## config.mk

```make
export PLATFORM = sky130hd
export DESIGN_NAME = fetch_unit
export DESIGN_NICKNAME = d
export VERILOG_FILES = /design/src/rtl/fetch_pkg.sv /design/src/rtl/fetch_predecode.sv /design/src/rtl/fetch_unit.sv
export SDC_FILE = /design/constraint.sdc
export NUM_CORES = 1
export LEC_CHECK = 0
export BUFFER_PORTS_ARGS = -buffer_cell sky130_fd_sc_hd__buf_2
export CAP_MARGIN = 0
export CORE_AREA = 5 5 150 152
export CTS_BUF_LIST = sky130_fd_sc_hd__clkbuf_16
export CTS_CLUSTER_DIAMETER = 60
export DETAILED_ROUTE_END_ITERATION = 6
export DIE_AREA = 0 0 155 157
export PLACE_DENSITY = 0.87
export SYNTH_ARGS = -nofsm -noshare
export SYNTH_HDL_FRONTEND = slang
export SYNTH_HIERARCHICAL = 1
export SYNTH_SLANG_ARGS = --single-unit
```

## constraint.sdc

```tcl
create_clock -name clock -period 3.5 [get_ports clock]
set_input_delay 0 -clock clock [delete_from_list [all_inputs] [get_ports clock]]
set_output_delay 0 -clock clock [all_outputs]
set_load 0.03 [all_outputs]
```

## src/rtl/fetch_pkg.sv

```systemverilog
// rtl/fetch_pkg.sv - shared constants, types and helpers for the fetch stage
//
// Contents:
//   FETCH_BYTES           fetch block size in bytes (one aligned 8-byte block per request)
//   OPC_JAL / OPC_BRANCH  opcodes recognised by the static predictor
//   ST_REQ/ST_WAIT/ST_DROP  request FSM state encodings
//   branch_pred_t         prediction result carried with each packet
//   fetch_packet_t        two-slot packet register contents
//   align_pc, imm_j, imm_b  address alignment and immediate extraction helpers
package fetch_pkg;

  localparam int FETCH_BYTES = 8;

  localparam logic [6:0] OPC_JAL    = 7'b1101111;
  localparam logic [6:0] OPC_BRANCH = 7'b1100011;

  typedef logic [1:0] fetch_state_t;
  localparam fetch_state_t ST_REQ  = 2'd0;  // ready to issue a request
  localparam fetch_state_t ST_WAIT = 2'd1;  // request accepted, response pending
  localparam fetch_state_t ST_DROP = 2'd2;  // pending response belongs to a flushed path

  typedef struct packed {
    logic        pred_valid;
    logic [63:0] pred_target;
    logic        pred_taken;
  } branch_pred_t;

  typedef struct packed {
    logic         valid_0;
    logic         valid_1;
    logic [63:0]  pc;
    logic [31:0]  inst_0;
    logic [31:0]  inst_1;
    branch_pred_t pred;
  } fetch_packet_t;

  function automatic logic [63:0] align_pc(input logic [63:0] pc);
    return pc & ~(64'(FETCH_BYTES) - 64'd1);
  endfunction

  // J-type immediate, sign-extended to 64 bits
  function automatic logic [63:0] imm_j(input logic [31:0] i);
    return {{44{i[31]}}, i[19:12], i[20], i[30:21], 1'b0};
  endfunction

  // B-type immediate, sign-extended to 64 bits
  function automatic logic [63:0] imm_b(input logic [31:0] i);
    return {{52{i[31]}}, i[7], i[30:25], i[11:8], 1'b0};
  endfunction

endpackage

```

## src/rtl/fetch_predecode.sv

```systemverilog
// rtl/fetch_predecode.sv - combinational static branch predecode for a two-slot fetch packet
//
// Built only when FETCH_STATIC_PREDICT_EN is defined.
// Ports:
//   inst_0, inst_1          slot instructions (slot 1 sits at base_pc+4)
//   valid_0, valid_1        incoming slot valid bits
//   base_pc                 aligned packet base address
//   pred                    prediction pack (valid / target / taken)
//   valid_out_0/1           slot valid mask after prediction (slot 1 dropped when slot 0 is taken)
//   next_pc                 next fetch address (taken target or base_pc+8)
`ifdef FETCH_STATIC_PREDICT_EN
module fetch_predecode
  import fetch_pkg::*;
(
  input  logic [31:0]  inst_0,
  input  logic [31:0]  inst_1,
  input  logic         valid_0,
  input  logic         valid_1,
  input  logic [63:0]  base_pc,
  output branch_pred_t pred,
  output logic         valid_out_0,
  output logic         valid_out_1,
  output logic [63:0]  next_pc
);

  logic        ctl_0, ctl_1;
  logic        taken_0, taken_1;
  logic [63:0] target_0, target_1;

  always_comb begin
    ctl_0    = valid_0 && (inst_0[6:0] == OPC_JAL || inst_0[6:0] == OPC_BRANCH);
    ctl_1    = valid_1 && (inst_1[6:0] == OPC_JAL || inst_1[6:0] == OPC_BRANCH);
    // backward conditional branches (negative offset) and all JALs are predicted taken
    taken_0  = ctl_0 && (inst_0[6:0] == OPC_JAL || inst_0[31]);
    taken_1  = ctl_1 && (inst_1[6:0] == OPC_JAL || inst_1[31]);
    target_0 = base_pc + ((inst_0[6:0] == OPC_JAL) ? imm_j(inst_0) : imm_b(inst_0));
    target_1 = base_pc + 64'd4 + ((inst_1[6:0] == OPC_JAL) ? imm_j(inst_1) : imm_b(inst_1));

    pred        = '0;
    valid_out_0 = valid_0;
    valid_out_1 = valid_1;
    next_pc     = base_pc + 64'(FETCH_BYTES);

    if (taken_0) begin
      pred.pred_valid  = 1'b1;
      pred.pred_taken  = 1'b1;
      pred.pred_target = target_0;
      valid_out_1      = 1'b0;
      next_pc          = target_0;
    end else if (taken_1) begin
      pred.pred_valid  = 1'b1;
      pred.pred_taken  = 1'b1;
      pred.pred_target = target_1;
      next_pc          = target_1;
    end else if (ctl_0 || ctl_1) begin
      pred.pred_valid  = 1'b1;
    end
  end

endmodule
`endif

```

## src/rtl/fetch_unit.sv

```systemverilog
// rtl/fetch_unit.sv - fetch PC generation, single-outstanding imem requests, two-slot packet output
//
// Optional feature macro: FETCH_STATIC_PREDICT_EN (static branch prediction via fetch_predecode).
// Ports:
//   clock, reset                 clock; asynchronous active-low reset
//   io_redirect_*                back-end flush/redirect (highest priority), target PC
//   io_imem_req_valid/ready/addr aligned instruction-memory request handshake
//   io_imem_resp_valid/data      memory response, [31:0] slot 0, [63:32] slot 1
//   io_full                      fetch queue back-pressure
//   io_out_valid, io_out_bits_*  packet offered to the fetch queue with prediction pack
module fetch_unit
  import fetch_pkg::*;
#(
  parameter logic [63:0] RESET_PC = 64'h8000_0000
) (
  input  logic        clock,
  input  logic        reset,
  input  logic        io_redirect_valid,
  input  logic [63:0] io_redirect_target,
  output logic        io_imem_req_valid,
  input  logic        io_imem_req_ready,
  output logic [63:0] io_imem_req_addr,
  input  logic        io_imem_resp_valid,
  input  logic [63:0] io_imem_resp_data,
  input  logic        io_full,
  output logic        io_out_valid,
  output logic        io_out_bits_valids_0,
  output logic        io_out_bits_valids_1,
  output logic [63:0] io_out_bits_pc,
  output logic [31:0] io_out_bits_insts_0,
  output logic [31:0] io_out_bits_insts_1,
  output logic        io_out_bits_branch_predict_pack_valid,
  output logic [63:0] io_out_bits_branch_predict_pack_target,
  output logic        io_out_bits_branch_predict_pack_taken
);

  fetch_state_t  state;
  logic [63:0]   fetch_pc;
  logic          pkt_valid;
  fetch_packet_t pkt;

  logic          drain;
  logic [63:0]   base_pc;
  logic [63:0]   next_pc;
  branch_pred_t  pred;
  logic          slot_valid_0, slot_valid_1;
  fetch_packet_t next_pkt;

  // redirect targets are word aligned; the two low bits are never stored
  logic unused_target_lsbs;
  assign unused_target_lsbs = ^io_redirect_target[1:0];

  assign base_pc      = align_pc(fetch_pc);
  assign drain        = pkt_valid & ~io_full;
  assign io_out_valid = drain;

  // a new request may go out while the current packet drains, giving one packet per two cycles
  assign io_imem_req_valid = reset && (state == ST_REQ) && (!pkt_valid || drain) && !io_redirect_valid;
  assign io_imem_req_addr  = io_imem_req_valid ? base_pc : '0;

`ifdef FETCH_STATIC_PREDICT_EN
  fetch_predecode u_predecode (
    .inst_0      (io_imem_resp_data[31:0]),
    .inst_1      (io_imem_resp_data[63:32]),
    .valid_0     (~fetch_pc[2]),
    .valid_1     (1'b1),
    .base_pc     (base_pc),
    .pred        (pred),
    .valid_out_0 (slot_valid_0),
    .valid_out_1 (slot_valid_1),
    .next_pc     (next_pc)
  );
`else
  assign pred         = '0;
  assign slot_valid_0 = ~fetch_pc[2];
  assign slot_valid_1 = 1'b1;
  assign next_pc      = base_pc + 64'(FETCH_BYTES);
`endif

  always_comb begin
    next_pkt         = '0;
    next_pkt.valid_0 = slot_valid_0;
    next_pkt.valid_1 = slot_valid_1;
    next_pkt.pc      = base_pc;
    next_pkt.inst_0  = io_imem_resp_data[31:0];
    next_pkt.inst_1  = io_imem_resp_data[63:32];
    next_pkt.pred    = pred;
  end

  always_ff @(posedge clock or negedge reset) begin
    if (!reset) begin
      state     <= ST_REQ;
      fetch_pc  <= RESET_PC;
      pkt_valid <= 1'b0;
      pkt       <= '0;
    end else if (io_redirect_valid) begin
      fetch_pc  <= {io_redirect_target[63:2], 2'b00};
      pkt_valid <= 1'b0;
      // a response arriving now retires the outstanding request, so no drop is needed
      state     <= (state != ST_REQ && !io_imem_resp_valid) ? ST_DROP : ST_REQ;
    end else begin
      if (drain) pkt_valid <= 1'b0;
      case (state)
        ST_REQ:  if (io_imem_req_valid && io_imem_req_ready) state <= ST_WAIT;
        ST_WAIT: if (io_imem_resp_valid) begin
          pkt       <= next_pkt;
          pkt_valid <= 1'b1;
          fetch_pc  <= next_pc;
          state     <= ST_REQ;
        end
        ST_DROP: if (io_imem_resp_valid) state <= ST_REQ;
        default: state <= ST_REQ;
      endcase
    end
  end

  assign io_out_bits_valids_0                   = pkt.valid_0;
  assign io_out_bits_valids_1                   = pkt.valid_1;
  assign io_out_bits_pc                         = pkt.pc;
  assign io_out_bits_insts_0                    = pkt.inst_0;
  assign io_out_bits_insts_1                    = pkt.inst_1;
  assign io_out_bits_branch_predict_pack_valid  = pkt.pred.pred_valid;
  assign io_out_bits_branch_predict_pack_target = pkt.pred.pred_target;
  assign io_out_bits_branch_predict_pack_taken  = pkt.pred.pred_taken;

endmodule

```

==> metrics, run 1 <==
Post-synth EDFFs 0; initial antenna violation count 0; final core occ 62.2%; Min Clock Period, post-route 2.65 ns; Clk Latency, worst-skew pair 0.43 ns; Lkg Pwr between 6 and 7 nW; slowest cell on the critical path or4_1; H-tree level count 4; Final WS setup 0.852 ns; core area 0.0209 mm^2; Seq/Total Area, Yosys 50.8%; first-pass GRT wire length roughly 47000 um; Fillers roughly 1600; Max-cap violations 0; Synth Cell Area 0.00945 mm^2; Num CTS Buffers 17; Vias/cell 5.22; storage element area 0.00481 mm^2; vias after detailed routing 8328; RSZ-0062 raised after global routing no; Hold Violations, Final 0; I/O pin count around 400; Avg Inst Size Synth around 11 um^2; crit-path cells inv_1, ha_1, nand4_1, nor4_4, nand4_1, or4_1, a31oi_1; Die Y 157 um; slowest cell delay on critical path approximately 0.54 ns; hpwl dp between 15000 and 20000 um; synthesis-to-finish area growth 37.5%; CP most frequent cell nand4_1; Rows 53; I/O Buffers about 320; final period utilization 75.7%; layout cell share with drive strength beyond 1 37.3%; worst min-delay path class input pin to flip-flop; Detail Route Antenna Nets 0; DRC Markers 0; DRT Pass-1 Iters 5; Die Width approximately 160 um; Cell Pwr Density 673 mW/mm^2; grt total ovfl 0; Synth area leaders dfrtp_1 (51%), mux2_2 (14%), buf_4 (5.7%), and2_1 (4.2%), nand2_1 (3.0%); final net count 1443; Post-Route Setup TNS 0 ns; final setup fails 0; crit-path max FO 8; Main synth FF type dfrtp_1; FF+latch count, synth around 190; pre-CTS setup slack 0.828 ns; maximum clock frequency 378 MHz; max-slew violations 0; CTS tree built; Root Buffer clkbuf_16; die area 0.0243 mm^2; Critical Path Sink Type flip-flop; Synth area leader dfrtp_1; Tot GR Track Use 24.1%; global placer's final weighted congestion ~0.81; Inst Count DP 1430; top cell type's share of synthesized area between 50 and 60%; Worst Max-Slew Pin Slew around 0.92 ns; slew margin rel. 38.8%; Worst Path Arrival 3.00 ns; dpl cell area between 0.01 and 0.015 mm^2; Finished Layout Cells 1595; Worst Hold Slack approximately 0.05 ns; VDD IR max 0.000362 V; Worst Setup Start Kind flip-flop; Post-Syn Instances 867; Final Power 8.75 mW; outcome complete, no violations; number of global-route vias before repair 8708; drt wl/cell 19.0 um; Max clock buf depth 2; starting density of the core a little under half; Setup Fix Bufs, Post-CTS 0; commonest cells in the netlist dfrtp_1 (191), mux2_2 (117), nand2_1 (76), buf_4 (72), and2_1 (63); Clock Sinks 192; area of the multi-input gates 0.00418 mm^2; Synth warnings 6; final instance area 0.0130 mm^2; pin count of the biggest net entering global routing 100; number of buffers and inverters on the critical path 1; post-CTS sizing 0; initial DRC count 518; most frequent cell after synthesis dfrtp_1; final WL ~30000 um; distinct cell type count after synthesis 41; CP Class flip-flop to flip-flop; Final Skew between 0.015 and 0.02 ns; WP data required approximately 3.9 ns; Top Family by Delay on Critical Path simple AND/OR/NAND/NOR gates; CTS clk-pin slew, worst paths 0.08 ns; ys async rst share 100%
-- cell usage in the layout, fill, tap and decap left out, types with 9 or more instances in the layout --
| cell | count |
|---|---|
| and2_1 | 63 |
| conb_1 | 72 |
| mux2_2 | 117 |
| nand3_1 | 30 |
| buf_2 | 319 |
| inv_1 | 11 |
| nand4_1 | 35 |
| nand2_1 | 76 |
| clkbuf_16 | 17 |
| nor3_1 | 9 |
| xnor2_1 | 13 |
| nor2b_1 | 11 |
| dlygate4sd3_1 | 132 |
| xor2_1 | 25 |
| buf_4 | 11 |
| a31oi_1 | 10 |
| o21ai_0 | 41 |
| or4_1 | 14 |
| o21ai_1 | 13 |
| dfrtp_1 | 191 |
| nor2_1 | 24 |
-- metal layers --
layer	vias up	wire (um)	track usage (%)	share of wire, %
met5	-	0	0	0
met4	0	1120	9.88	3.7
met3	78	2140	5.50	7.1
met2	423	15900	43.7	52
met1	4066	11100	27.5	37
li1	3761	-	-	-
-- tightest hold or removal path: stages --
cell and delay, ns:
buf_4 0.25, nand2_1 0.11, o21ai_1 0.05
-- final cells by class --
type	count	share of cell area (%)
antenna	1	0.0192
clock buffer	17	3.27
clock inverter	15	1.26
inverter	12	0.346
multi-input combinational	619	32.1
sequential	192	37.0
tap	275	2.65
timing repair buffer	464	23.3
-- state kept, by name, indices dropped and copies added (netlist names) --
signal / count
fetch_pc: 62
io_out_bits_pc: 61
io_out_bits_insts_0: 32
io_out_bits_insts_1: 32
state: 2
io_out_bits_valids_0: 1
io_out_bits_valids_1: 1
pkt_valid: 1
-- final timing paths --
kind	slack (ns)	cells after the start	end	startpoint
worst max-delay path	0.85	7	fetch_pc[60]	state[1]
min in group asynchronous	0.12	2	io_out_bits_pc[28]	reset
worst min-delay path	0.05	3	fetch_pc[33]	io_redirect_valid
max in group asynchronous	2.05	3	io_out_bits_insts_1[7]	reset
worst min register to register	0.47	1	io_out_bits_valids_1	io_out_bits_valids_1
worst max register to register	0.85	7	fetch_pc[60]	state[1]
-- cells by family (layout without fill, tap and decap cells) --
logic type,after synthesis,count (layout),synth area share (%)
adders and majority gates,3,3,0.397
xor gates and xnor gates,38,38,3.52
AOI/OAI and AO/OA,85,85,5.31
DFF,192,192,50.8
muxes,119,119,14.2
other,1,73,0.0397
and+or+nand+nor,302,302,17.8
buffers and inverters,127,508,7.94
-- where the power goes --
group | total (mW) | internal, mW | switching [mW] | leakage [nW]
logic | 3.44 | 1.15 | 2.29 | 3.70
clock network | 1.95 | 0.964 | 0.985 | 0.288
registers | 3.37 | 2.91 | 0.451 | 2.34
-- repair_timing --
item / CTS / global route
endpoints found under the hold margin: 187 / 0
setup endpoints to repair: 0 / 0
hold buffers: 132 / 0
Power figures use the tool's default switching activity.
==> inputs of run 2 (changes only) <==
--- a/config.mk
+++ b/config.mk
@@ -7,12 +7,12 @@
 export LEC_CHECK = 0
 export BUFFER_PORTS_ARGS = -buffer_cell sky130_fd_sc_hd__buf_2
 export CAP_MARGIN = 0
-export CORE_AREA = 5 5 150 152
+export CORE_MARGIN = 5
+export CORE_UTILIZATION = 44
 export CTS_BUF_LIST = sky130_fd_sc_hd__clkbuf_16
 export CTS_CLUSTER_DIAMETER = 60
 export DETAILED_ROUTE_END_ITERATION = 6
-export DIE_AREA = 0 0 155 157
-export PLACE_DENSITY = 0.87
+export PLACE_DENSITY = 0.88
 export SYNTH_ARGS = -nofsm -noshare
 export SYNTH_HDL_FRONTEND = slang
 export SYNTH_HIERARCHICAL = 1
==> constraint.sdc (replaced) <==
create_clock -name clock -period 2.4 [get_ports clock]
set_input_delay 0 -clock clock [delete_from_list [all_inputs] [get_ports clock]]
set_output_delay 0 -clock clock [all_outputs]
set_load 0.03 [all_outputs]
==> run 2 against run 1 <==
Against the previous run:
- clock power grew 57%
- sequential share of layout area shrank 0.76 points
- first-iteration DRC count grew 1.2%
- via count grew 1.5%
- wire length grew 1.8%
- critical path depth grew 2
- critical endpoint is now fetch_pc[59]
- highest routed layer unchanged
==> metrics, run 2 (same netlist as run 1, synthesis figures left out) <==
synthesis-to-finish area growth 40.4% (was 37.5%); final instance area 0.0133 mm^2 (was 0.0130 mm^2); Worst Hold Slack 0.0507 ns (was 0.0514 ns); Critical R2R Capture fetch_pc[59] (was fetch_pc[60]); Worst Max-Slew Pin Slew 0.895 ns (was 0.918 ns); Hold Violations, Final 0 (unchanged); Lkg Pwr 6.46 nW (was 6.33 nW); final setup fails 0 (unchanged); Hold Path Origin io_redirect_valid (unchanged); Clock Sinks 192 (unchanged); vias after detailed routing 8452 (was 8328); commonest non-fill, non-tap cells in the layout buf_2 (319), dfrtp_1 (191), dlygate4sd3_1 (132) (unchanged); Vias/cell 5.24 (was 5.22); Final Skew 0.0105 ns (was 0.0170 ns); most common cell after layout, fill and taps aside buf_2 (unchanged); crit-path max FO 5 (was 8); Critical Path Sink Type flip-flop (unchanged); Fillers 1579 (was 1597); r2r worst-path depth 9 (was 7); maximum clock frequency 435 MHz (was 378 MHz); CTS tree built (unchanged); Min Clock Period, post-route 2.30 ns (was 2.65 ns); core area 0.0211 mm^2 (was 0.0209 mm^2); Max clock buf depth 2 (unchanged); storage element area 0.00481 mm^2 (unchanged); initial DRC count 524 (was 518); Num CTS Buffers 17 (unchanged); final net count 1460 (was 1443); Inst Count DP 1442 (was 1430); pin count of the biggest net entering global routing 134 (was 100); Finished Layout Cells 1614 (was 1595); hold path cells 2 (was 3); max-slew violations 0 (unchanged); Die Width 157 um (was 155 um); DRC Markers 0 (unchanged); die area 0.0245 mm^2 (was 0.0243 mm^2); Final Power 13.0 mW (was 8.75 mW); grt total ovfl 0 (unchanged); final period utilization 95.8% (was 75.7%); Largest Register fetch_pc (unchanged); layout cell share with drive strength beyond 1 38.8% (was 37.3%); WP data required 2.76 ns (was 3.85 ns); Root Buffer clkbuf_16 (unchanged); DRT Pass-1 Iters 5 (unchanged); Worst Setup Start Kind flip-flop (unchanged); drt wl/cell 19.1 um (was 19.0 um); hpwl dp 20300 um (was 20000 um); first-pass GRT wire length 47700 um (was 46700 um); slew margin rel. 40.3% (was 38.8%); Tot GR Track Use 24.5% (was 24.1%); H-tree level count 4 (unchanged); CTS clk-pin slew, worst paths 0.07 ns (was 0.08 ns); Largest register FFs 62 (unchanged); starting density of the core 44.8% (was 45.2%); CP Class flip-flop to flip-flop (unchanged); number of global-route vias before repair 8811 (was 8708); Post-Route Setup TNS 0 ns (unchanged); Detail Route Antenna Nets 0 (unchanged); VDD IR max 0.000465 V (was 0.000362 V); FF-to-FF setup slack 0.10 ns (was 0.85 ns); Clk Latency, worst-skew pair 0.43 ns (about the same); worst min-delay path class input pin to flip-flop (unchanged); Cell Pwr Density 979 mW/mm^2 (was 673 mW/mm^2); Worst Path Arrival 2.66 ns (was 3.00 ns); global placer's final weighted congestion 0.840 (was 0.814); final WL 30800 um (was 30300 um); area of the multi-input gates 0.00426 mm^2 (was 0.00418 mm^2); I/O pin count 396 (unchanged); Max-cap violations 0 (unchanged); dpl cell area 0.0112 mm^2 (was 0.0111 mm^2); I/O Buffers 321 (unchanged); outcome complete, no violations (unchanged); RR Startpoint state[1] (unchanged); initial antenna violation count 1 (was 0); hold endpoint fetch_pc[50] (was fetch_pc[33]); Rows 53 (unchanged); Die Y 157 um (about the same)
[run 2: per-stage QoR]
stage	utilization, %	worst slack [ns]
6_report	62.9	0.101
5_1_grt	62.9	-0.0116
4_1_cts	62.4	0.0467
3_5_place_dp	53.1	-0.0147
3_3_place_gp	53.1	0.0597
2_1_floorplan	-	0.281
[run 2: layout make-up]
| type | instances | share of cell area, % |
|---|---|---|
| flip-flops and latches | 192 | 36.2 |
| multi-input cells | 619 | 32.1 |
| repair buffers | 481 | 24.0 |
| clock buffers | 17 | 3.20 |
| well taps | 275 | 2.59 |
| clock inverters | 15 | 1.56 |
| inverters | 12 | 0.339 |
| diodes | 3 | 0.0566 |
[run 2: worst max-delay path by stage]
stage                             from            to  slack [ns]  cells past startpoint
after global routing      fetch_pc[16]  fetch_pc[59]       -0.01                      5
after global placement        state[1]  fetch_pc[52]        0.06                      7
after CTS                 fetch_pc[31]  fetch_pc[51]        0.05                      5
final                         state[1]  fetch_pc[59]        0.10                      9
after detailed placement      state[1]  fetch_pc[60]       -0.01                      7
after floorplan               state[1]  fetch_pc[60]        0.28                      7
[run 2: critical path: stages, from the launching register on]
cell and delay [ns]:
dfrtp_1 0.37, inv_2 0.07, ha_2 0.18, buf_4 0.14, nand3_4 0.11, nor4_4 0.31
buf_6 0.17, nand4_1 0.24, or4_1 0.56, nand3_1 0.09
[run 2: what timing repair did]
item | CTS | global route
endpoints found under the hold margin | 320 | 0
gates resized for setup | 0 | 16
hold buffers | 132 | 0
endpoints found under the setup margin | 2 | 19
setup buffers | 2 | 3
gates cloned | 0 | 0
pin swaps | 1 | 6
[run 2: layer usage]
metal | GRT usage [%] | wire length, um
met3 | 5.61 | 2160
met2 | 43.2 | 15900
met5 | 0 | 0
met4 | 10.7 | 1140
met1 | 28.5 | 11600
[run 2: power breakdown]
part           internal [mW]  leakage, nW  switching [mW]
logic                   1.70         3.82            3.34
registers               4.25         2.34           0.650
clock network           1.77        0.307            1.29
